File: src/rtl/tremor_pkg.sv
// Shared types and helpers for the tremor extractor.
package tremor_pkg;
   typedef enum logic [1:0] {IDLE, WAIT_AVE, CALC} state_t;

   localparam int DEF_FIFO_DEPTH = 8;
   localparam int DEF_PTR_W      = $clog2(DEF_FIFO_DEPTH);

   // Clip a widened difference into the signed range of a bw-bit word (bw <= 32).
   function automatic logic [31:0] sat_signed(input logic signed [32:0] diff, input int bw);
      logic signed [32:0] hi, lo;
      hi = (33'sd1 <<< (bw - 1)) - 33'sd1;
      lo = -(33'sd1 <<< (bw - 1));
      if (diff > hi)      return hi[31:0];
      else if (diff < lo) return lo[31:0];
      else                return diff[31:0];
   endfunction
endpackage

File: src/rtl/tremor_fifo.sv
// Synchronous FIFO with registered storage; the head is read straight from the array.
module tremor_fifo
   import tremor_pkg::*;
#(
   parameter int W     = 16,
   parameter int DEPTH = DEF_FIFO_DEPTH
) (
   input  logic         clk,
   input  logic         rst,
   input  logic         wr_en,
   input  logic [W-1:0] wr_data,
   output logic         full,
   input  logic         rd_en,
   output logic [W-1:0] rd_data,
   output logic         empty
);
   localparam int PW = $clog2(DEPTH);

   logic [DEPTH-1:0][W-1:0] mem_q, mem_d;
   logic [PW-1:0]           wr_ptr_q, wr_ptr_d, rd_ptr_q, rd_ptr_d;
   logic [PW:0]             cnt_q, cnt_d;
   logic                    do_wr, do_rd;

   assign full    = (cnt_q == (PW+1)'(DEPTH));
   assign empty   = (cnt_q == '0);
   assign rd_data = mem_q[rd_ptr_q];

   always_comb begin
      do_rd    = rd_en && !empty;
      // A full FIFO still takes a write when the head leaves in the same cycle.
      do_wr    = wr_en && (!full || do_rd);
      mem_d    = mem_q;
      wr_ptr_d = wr_ptr_q;
      rd_ptr_d = rd_ptr_q;
      cnt_d    = cnt_q;
      if (do_wr) begin
         mem_d[wr_ptr_q] = wr_data;
         wr_ptr_d        = wr_ptr_q + PW'(1);
      end
      if (do_rd) rd_ptr_d = rd_ptr_q + PW'(1);
      if (do_wr && !do_rd)      cnt_d = cnt_q + (PW+1)'(1);
      else if (!do_wr && do_rd) cnt_d = cnt_q - (PW+1)'(1);
   end

   always_ff @(posedge clk) begin
      if (rst) begin
         mem_q    <= '0;
         wr_ptr_q <= '0;
         rd_ptr_q <= '0;
         cnt_q    <= '0;
      end else begin
         mem_q    <= mem_d;
         wr_ptr_q <= wr_ptr_d;
         rd_ptr_q <= rd_ptr_d;
         cnt_q    <= cnt_d;
      end
   end
endmodule

File: src/rtl/tremor_extractor.sv
// Raw-minus-average tremor extraction, result FIFO, overflow flag and peak-to-peak tracker.
// Define TREMOR_AMP_EN to build the amplitude tracker; otherwise ampData/ampValid are tied to 0.
module tremor_extractor
   import tremor_pkg::*;
#(
   parameter int BIT_WIDTH   = 16,
   parameter int FIFO_DEPTH  = DEF_FIFO_DEPTH,
   parameter int WINDOW_SIZE = 64
) (
   input  logic                 clk,
   input  logic                 rst,
   input  logic                 startFlag,
   input  logic [BIT_WIDTH-1:0] din,
   input  logic [BIT_WIDTH-1:0] aveData,
   input  logic                 aveEndFlag,
   output logic [BIT_WIDTH-1:0] tremorData,
   output logic                 tremorValid,
   input  logic                 tremorReady,
   output logic [BIT_WIDTH-1:0] ampData,
   output logic                 ampValid,
   output logic                 overflow,
   input  logic                 clrOverflow
);
   localparam int BW = BIT_WIDTH;

   state_t               state_q, state_d;
   logic [BW-1:0]        raw_hold_q, raw_hold_d, ave_hold_q, ave_hold_d, pend_raw_q, pend_raw_d;
   logic                 pend_q, pend_d, overflow_q, overflow_d;
   logic                 wr_en, fifo_full, fifo_empty;
   logic signed [BW:0]   diff;
   logic [BW-1:0]        res;

   always_ff @(posedge clk) begin
      if (rst) state_q <= IDLE;
      else     state_q <= state_d;
   end

   always_comb begin
      state_d = state_q;
      case (state_q)
         IDLE:     if (startFlag) state_d = WAIT_AVE;
         WAIT_AVE: if (aveEndFlag) state_d = CALC;
         CALC:     state_d = (startFlag || pend_q) ? WAIT_AVE : IDLE;
         default:  state_d = IDLE;
      endcase
   end

   always_comb begin
      wr_en = (state_q == CALC);
   end

   // A start arriving with the average is parked so the current result keeps the old raw sample.
   always_comb begin
      raw_hold_d = raw_hold_q;
      ave_hold_d = ave_hold_q;
      pend_d     = pend_q;
      pend_raw_d = pend_raw_q;
      case (state_q)
         IDLE: if (startFlag) raw_hold_d = din;
         WAIT_AVE: begin
            if (aveEndFlag) begin
               ave_hold_d = aveData;
               if (startFlag) begin
                  pend_d     = 1'b1;
                  pend_raw_d = din;
               end
            end else if (startFlag) begin
               raw_hold_d = din;
            end
         end
         CALC: begin
            pend_d = 1'b0;
            if (startFlag)   raw_hold_d = din;
            else if (pend_q) raw_hold_d = pend_raw_q;
         end
         default: ;
      endcase
      diff = {raw_hold_q[BW-1], raw_hold_q} - {ave_hold_q[BW-1], ave_hold_q};
      res  = BW'(sat_signed(33'(diff), BW));
      overflow_d = overflow_q;
      if (wr_en && fifo_full && !tremorReady) overflow_d = 1'b1;
      else if (clrOverflow)                   overflow_d = 1'b0;
   end

   always_ff @(posedge clk) begin
      if (rst) begin
         raw_hold_q <= '0;
         ave_hold_q <= '0;
         pend_raw_q <= '0;
         pend_q     <= 1'b0;
         overflow_q <= 1'b0;
      end else begin
         raw_hold_q <= raw_hold_d;
         ave_hold_q <= ave_hold_d;
         pend_raw_q <= pend_raw_d;
         pend_q     <= pend_d;
         overflow_q <= overflow_d;
      end
   end

   assign overflow    = overflow_q;
   assign tremorValid = !fifo_empty;

   tremor_fifo #(.W(BW), .DEPTH(FIFO_DEPTH)) u_fifo (
      .clk     (clk),
      .rst     (rst),
      .wr_en   (wr_en),
      .wr_data (res),
      .full    (fifo_full),
      .rd_en   (tremorReady),
      .rd_data (tremorData),
      .empty   (fifo_empty)
   );

`ifdef TREMOR_AMP_EN
   localparam int CW = (WINDOW_SIZE > 2) ? $clog2(WINDOW_SIZE) : 1;

   logic signed [BW-1:0] win_max_q, win_max_d, win_min_q, win_min_d;
   logic [CW-1:0]        cnt_q, cnt_d;
   logic [BW-1:0]        amp_data_q, amp_data_d;
   logic                 amp_vld_q, amp_vld_d;
   logic [BW:0]          span;

   always_comb begin
      win_max_d  = win_max_q;
      win_min_d  = win_min_q;
      cnt_d      = cnt_q;
      amp_data_d = amp_data_q;
      amp_vld_d  = 1'b0;
      if (wr_en) begin
         if (cnt_q == '0) begin
            win_max_d = $signed(res);
            win_min_d = $signed(res);
         end else begin
            if ($signed(res) > win_max_q) win_max_d = $signed(res);
            if ($signed(res) < win_min_q) win_min_d = $signed(res);
         end
         cnt_d = cnt_q + CW'(1);
      end
      span = {win_max_d[BW-1], win_max_d} - {win_min_d[BW-1], win_min_d};
      if (wr_en && cnt_q == CW'(WINDOW_SIZE - 1)) begin
         amp_data_d = span[BW] ? '1 : span[BW-1:0];
         amp_vld_d  = 1'b1;
         cnt_d      = '0;
      end
   end

   always_ff @(posedge clk) begin
      if (rst) begin
         win_max_q  <= '0;
         win_min_q  <= '0;
         cnt_q      <= '0;
         amp_data_q <= '0;
         amp_vld_q  <= 1'b0;
      end else begin
         win_max_q  <= win_max_d;
         win_min_q  <= win_min_d;
         cnt_q      <= cnt_d;
         amp_data_q <= amp_data_d;
         amp_vld_q  <= amp_vld_d;
      end
   end

   assign ampData  = amp_data_q;
   assign ampValid = amp_vld_q;
`else
   assign ampData  = '0;
   assign ampValid = 1'b0;
`endif
endmodule

File: config.mk
export PLATFORM = sky130hd
export DESIGN_NAME = tremor_extractor
export DESIGN_NICKNAME = d
export VERILOG_FILES = /design/src/rtl/tremor_pkg.sv /design/src/rtl/tremor_fifo.sv /design/src/rtl/tremor_extractor.sv
export SDC_FILE = /design/constraint.sdc
export NUM_CORES = 1
export LEC_CHECK = 0
export CAP_MARGIN = 30
export CORE_MARGIN = 5
export CORE_UTILIZATION = 55
export CTS_CLUSTER_DIAMETER = 30
export CTS_CLUSTER_SIZE = 14
export DETAILED_ROUTE_END_ITERATION = 8
export DONT_BUFFER_PORTS = 1
export PLACE_DENSITY_LB_ADDON = 0.12
export SETUP_SLACK_MARGIN = 0.5
export SLEW_MARGIN = 10
export SYNTH_ARGS = -nofsm -noshare
export SYNTH_HDL_FRONTEND = slang
export SYNTH_HIERARCHICAL = 1
export SYNTH_SLANG_ARGS = --single-unit
File: constraint.sdc
create_clock -name clk -period 4.9 [get_ports clk]
set_input_delay 0.98 -clock clk [delete_from_list [all_inputs] [get_ports clk]]
set_output_delay 0.98 -clock clk [all_outputs]
set_load 0.01 [all_outputs]
# Word level (Yosys, flattened, before mapping)
# Index checks and enable logic that the tools add are counted.
[totals]
ff_bits = 190
wordCells = 83
in_bits = 38
[op_classes]
reduce_logical = 25
n_mux = 23
n_lt_le_gt_ge = 5
n_eq_ne = 8
addsub = 5
[ops]
columns = ["op", "n"]
rows = [
  ["$bwmux W128", 1],
  ["$mux W16", 8],
  ["$bmux W16 S3", 1],
  ["$demux W16 S3", 1],
  ["$pmux W16 S3", 1],
  ["$gt A17 B16 Y1 const B", 1],
  ["$lt A17 B16 Y1 const B", 1],
  ["$sub A16 B16 Y17", 1],
  ["$reduce_and A3 Y1", 3],
  ["$lt A3 B4 Y1 const B", 2],
  ["$mux W4", 2],
  ["$ne A2 B2 Y1 const B", 4],
  ["$logic_and A1 B1 Y1", 7],
  ["$add A3 B1 Y3 const B", 2],
  ["$pmux W2 S3", 1],
  ["$reduce_bool A2 Y1", 3],
  ["$logic_not A1 Y1", 5],
  ["$mux W1", 5],
  ["$add A4 B1 Y4 const B", 1],
  ["$eq A4 B4 Y1 const B", 1],
  ["$logic_not A4 Y1", 1],
  ["$mux W2", 2],
  ["$reduce_and A2 Y1", 2],
  ["$sub A4 B1 Y4 const B", 1],
  ["other kinds (8)", 9],
]

# Logic depth before layout (Yosys ltp)
[depth]
depth_word = 9
ltp_mapped = 14

# By module
# Netlist, hierarchy kept.
[modules_own_cells]
columns = ["module", "seq_area_each_um2", "instances", "cells_per_inst", "area_per_inst_um2"]
rows = [
  ["tremor_fifo", 2762.6, 1, 572, 6228.5],
  ["tremor_extractor", 1041.0, 1, 416, 3176.8],
]

# Worst setup path after synthesis
# No wires, ideal clock.
[synth_path]
path_type = "input to register"
startpoint = "input tremorReady"
endpoint = "register u_fifo.cnt_q[3]"
path_buffers = 1
t_arrival_ps = 2968
stages = 10
path_slack_ps = 1812
cell_sequence = "buf_2 -> o21ai_0 -> inv_1 -> ha_1 -> inv_1 -> ha_1 -> a21oi_1 -> a211oi_1 -> a31oi_1 -> mux2_2"
[synth_via]
elab_chain_len = 6
elab_cells_between_ends = 9
[synth_lines]
columns = ["item", "line_no", "source"]
rows = [
  ["from (decl)", "tremor_extractor.sv:18", "input logic tremorReady,"],
  ["$logic_and A1 B1 Y1 (*)", "tremor_fifo.sv:29", "do_rd = rd_en && !empty;"],
  ["$logic_or A1 B1 Y1 (*)", "tremor_fifo.sv:31", "do_wr = wr_en && (!full || do_rd);"],
  ["$logic_and A1 B1 Y1 (*)", "tremor_fifo.sv:31", ""],
  ["via u_fifo.do_wr", "tremor_fifo.sv:22", "logic do_wr, do_rd;"],
  ["$logic_not A1 Y1", "tremor_fifo.sv:42", "else if (!do_wr && do_rd) cnt_d = cnt_q - (PW+1)'(1);"],
  ["$logic_and A1 B1 Y1", "tremor_fifo.sv:42", ""],
  ["$reduce_bool A2 Y1 (no source line)", "n/a", ""],
  ["to (signal assigned)", "tremor_fifo.sv:55", "cnt_q <= cnt_d;"],
  ["to (decl)", "tremor_fifo.sv:21", "logic [PW:0] cnt_q, cnt_d;"],
]
# Mark *: on every way through the listed nets, which the timed path passes. The rest lies on a longest branch.
# A chain may end at the register's enable or synchronous reset.

# Final worst setup path
[layout_path]
startpoint = "register u_fifo.rd_ptr_q[0]"
endpoint = "output tremorData[10]"
[layout_via]
elab_chain_len = 2
[layout_lines]
columns = ["item", "line_no", "source"]
rows = [
  ["from (decl)", "tremor_fifo.sv:20", "logic [PW-1:0] wr_ptr_q, wr_ptr_d, rd_ptr_q, rd_ptr_d;"],
  ["from (signal assigned)", "tremor_fifo.sv:54", "rd_ptr_q <= rd_ptr_d;"],
  ["$bmux W16 S3", "tremor_fifo.sv:26", "assign rd_data = mem_q[rd_ptr_q];"],
  ["$mux W16 (implied by the code)", "tremor_fifo.sv:26", ""],
  ["to (decl)", "tremor_extractor.sv:16", "output logic [BIT_WIDTH-1:0] tremorData,"],
]
# No other way between the ends. The select of a mux whose other input is x is not followed.

==> impl_metrics.csv <==
group,metric,value,unit
floorplanning,core-area,16700,um^2
yosys,post-synth-top-area-fraction,40.44,%
drt,drt_iter0_markers,430,
drt,drc_errors,0,
sta,setup_viol,0,
floorplanning,initial_core_util,56.32,%
drt,dr.pass1.iters,5,
place,io_buffers,0,
grt,grt_use_total,20.88,%
place,dp_hpwl,13050,um
grt,grt_pass1_wl,32990,um
yosys,ys_top_cells_by_area,"dfxtp_1, mux2i_1, mux4_2, nor2_1, nand2_1",
place,gp_congestion,0.8692,
clock_tree,clk_pin_slew,0.07,ns
yosys,yosys_most_used_dff,"dfxtp_1",
clock_tree,htree_levels,4,
floorplanning,die_y,140.8,um
grt,grt_max_degree,192,
yosys,synth_top_family_by_area,"multiplexers",
power_and_ir_drop,ir_worst_vdd,0.2749,mV
yosys,synth_compound_area_share,10.90,%
sta,holdWs,0.4536,ns
floorplanning,die_x,140.8,um
yosys,ys_seq_area_share,40.44,%
yosys,yosys_warnings,6,
clock_tree,clock_path_buffers,2,
grt,grt_pass1_vias,6098,
critical_path,cp-start-kind,"register",
yosys,synth-simple-area-share,13.57,%
critical_path,path_class,"register to output port",
critical_path,arrival,2.53,ns
sta,hold_violations,0,
clock_tree,ctsResizeCount,0,
yosys,synth_fa_ha_area_share,3.219,%
floorplanning,rows,47,
clock_tree,cts_buffers,17,
critical_path,reg2reg_slack,1.55,ns
sta,fin_skew,0.01022,ns
sta,tightest_slew,1.032,ns
yosys,synthMuxAreaShare,23.75,%
floorplanning,io_pins,73,
yosys,synth_xor_area_share,1.583,%
clock_tree,holdBufCountCts,0,
yosys,netlist_area,9405,um^2
floorplanning,die_area,19820,um^2
drt,drtAntennaViolNets,0,
yosys,syn_area_per_cell,9.520,um^2
sta,max_freq,284.6,MHz
critical_path,cp-end-kind,"output port",
sta,period_needed,3.513,ns
grt,overflow,0,
sta,rsz0062_at_grt,"false",
cells_and_area,area_delta_synth_final,4.896,%
yosys,yosys.area.top_type,"dfxtp_1",
clock_tree,cts-root-buf,"clkbuf_16",
yosys,synthDistinctLibCells,57,
sta,tns,0,ns
yosys,synth_seq_cells,190,
clock_tree,clock_latency,0.43,ns
cells_and_area,final_cells,1171,
cells_and_area,final_nets,999,
cells_and_area,drive_gt1_share,11.04,%
power_and_ir_drop,power_density,384.4,nW/um^2
yosys,synth_edf_count,0,
sta,slew_viol_final,0,
cells_and_area,num_antenna_cells,0,
drt,via_per_inst,5.613,
power_and_ir_drop,total_power,3.793,mW
clock_tree,postCtsSetupRepairBufs,0,
yosys,async_reset_ff_share,0,%
sta,fin_crit_sh,71.70,%
clock_tree,cts_tree,"built",
drt,vias,6573,
sta,worst_slew_margin_rel,31.22,%
critical_path,cp_max_fo,20,
job,maxCapViolCount,0,
min_path,hold_path_class,"register to register",
outcome,status,"finished, final reports clean",
place,dp_cells,1137,
clock_tree,cts.sinks,190,
drt,drt_wl_total,20650,um
cells_and_area,utilization,59.07,%
drt,avgRoutedWirePerCell,17.63,um
yosys,netlist_instances,988,
power_and_ir_drop,leakagePower,4.398,nW
critical_path,required,3.92,ns
grt,antenna_found_initial,0,
through the flow:
| step | setup WS, ns | area (um^2) |
|---|---|---|
| detailed placement | 1.587 | 9265 |
| finish | 1.387 | 9866 |
| global route | 1.210 | 9866 |
| global placement | 1.633 | 9250 |
| floorplan | 1.812 | 9465 |
| CTS | 1.307 | 9823 |
cell usage after synthesis (4+ instances only):
master	count
a211oi_1	20
a21o_1	7
a21oi_1	72
a31oi_1	5
buf_1	4
buf_2	17
buf_4	18
buf_6	5
clkbuf_1	44
dfxtp_1	190
ha_1	21
inv_1	24
mux2_2	17
mux2i_1	132
mux4_2	32
nand2_1	116
nand2b_1	7
nor2_1	162
nor2b_1	5
o211ai_1	5
o21ai_0	11
o32a_1	5
xnor2_1	7
xor2_1	10
per-layer routing:
metal  wire, um  track usage, %  vias to the layer above  part of all wire [%]
met5          0               0                        -                     0
met4        371           5.405                        0                   1.8
met3        865           5.012                       28                   4.2
met2       9656           33.09                      142                    47
met1       9752           28.87                     3114                    47
li1           -               -                     3289                     -
sequential cells by signal (all words and copies together) (netlist names):
| name | flops |
|---|---|
| overflow | 1 |
| raw_hold_q | 16 |
| state_q | 2 |
| pend_q | 1 |
| ave_hold_q | 16 |
| u_fifo/cnt_q | 4 |
| pend_raw_q | 16 |
| u_fifo/rd_ptr_q | 3 |
| u_fifo/wr_ptr_q | 3 |
| u_fifo/mem_q | 128 |
cells in the final DEF, fill, tap and decap left out, types with 3 or more instances in the layout:
cell | Yosys | routed
mux4_2 | 32 | 32
mux2_2 | 17 | 17
xor2_1 | 10 | 10
nor2_1 | 162 | 162
ha_1 | 21 | 21
clkinv_2 | 0 | 4
mux2i_1 | 132 | 132
xnor2_1 | 7 | 7
nor2b_1 | 5 | 5
o21ai_0 | 11 | 11
o21a_1 | 3 | 3
nand2b_1 | 7 | 7
o2111ai_2 | 3 | 3
a31oi_1 | 5 | 5
o211ai_4 | 3 | 3
a21oi_2 | 3 | 3
dfxtp_1 | 190 | 189
or3_1 | 3 | 3
buf_4 | 18 | 4
a21o_1 | 7 | 7
conb_1 | 1 | 17
clkbuf_16 | 0 | 17
nand2_1 | 116 | 116
o211ai_1 | 5 | 5
inv_1 | 24 | 24
a211oi_1 | 20 | 20
o21ai_1 | 3 | 3
o32a_1 | 5 | 5
a21oi_1 | 72 | 72
report_power, final:
group | internal [mW] | switching [mW] | leakage (nW)
registers | 1.59 | 0.0709 | 1.54
logic | 0.296 | 0.504 | 2.59
clock network | 0.719 | 0.617 | 0.272
total | 2.60 | 1.19 | 4.40
worst paths after layout:
check | from | end | depth (start not counted)
setup / recovery | u_fifo/rd_ptr_q[0]$_SDFFE_PP0P_ | tremorData[10] | 3
hold / removal | pend_raw_q[3]$_SDFFE_PP0P_ | pend_raw_q[3]$_SDFFE_PP0P_ | 2
setup reg to reg | raw_hold_q[0]$_SDFFE_PP0P_ | u_fifo/mem_q[123]$_SDFFE_PP0P_ | 12
hold reg to reg | pend_raw_q[3]$_SDFFE_PP0P_ | pend_raw_q[3]$_SDFFE_PP0P_ | 2
layout make-up:
cell class	instances	area (um^2)
fillers	1490	6835
flip-flops and latches	190	3805
clock buffers	20	446.7
clock inverters	12	111.4
inverters	24	90.09
repair buffers	7	87.58
multi-input cells	698	5050
well taps	220	275.3
cells by family after synthesis:
family	after synthesis
other cells	1
simple gates	311
mux	181
flops	190
compound gates	149
xor+xnor	17
fa+ha+maj	23
buf+inv	116
critical path, stage by stage, from the launching register on:
cell and delay, ns:
dfxtp_2 0.78, buf_4 0.43, mux4_2 0.55, mux2_2 0.32
Note: power is estimated with default switching activity, not from simulation.
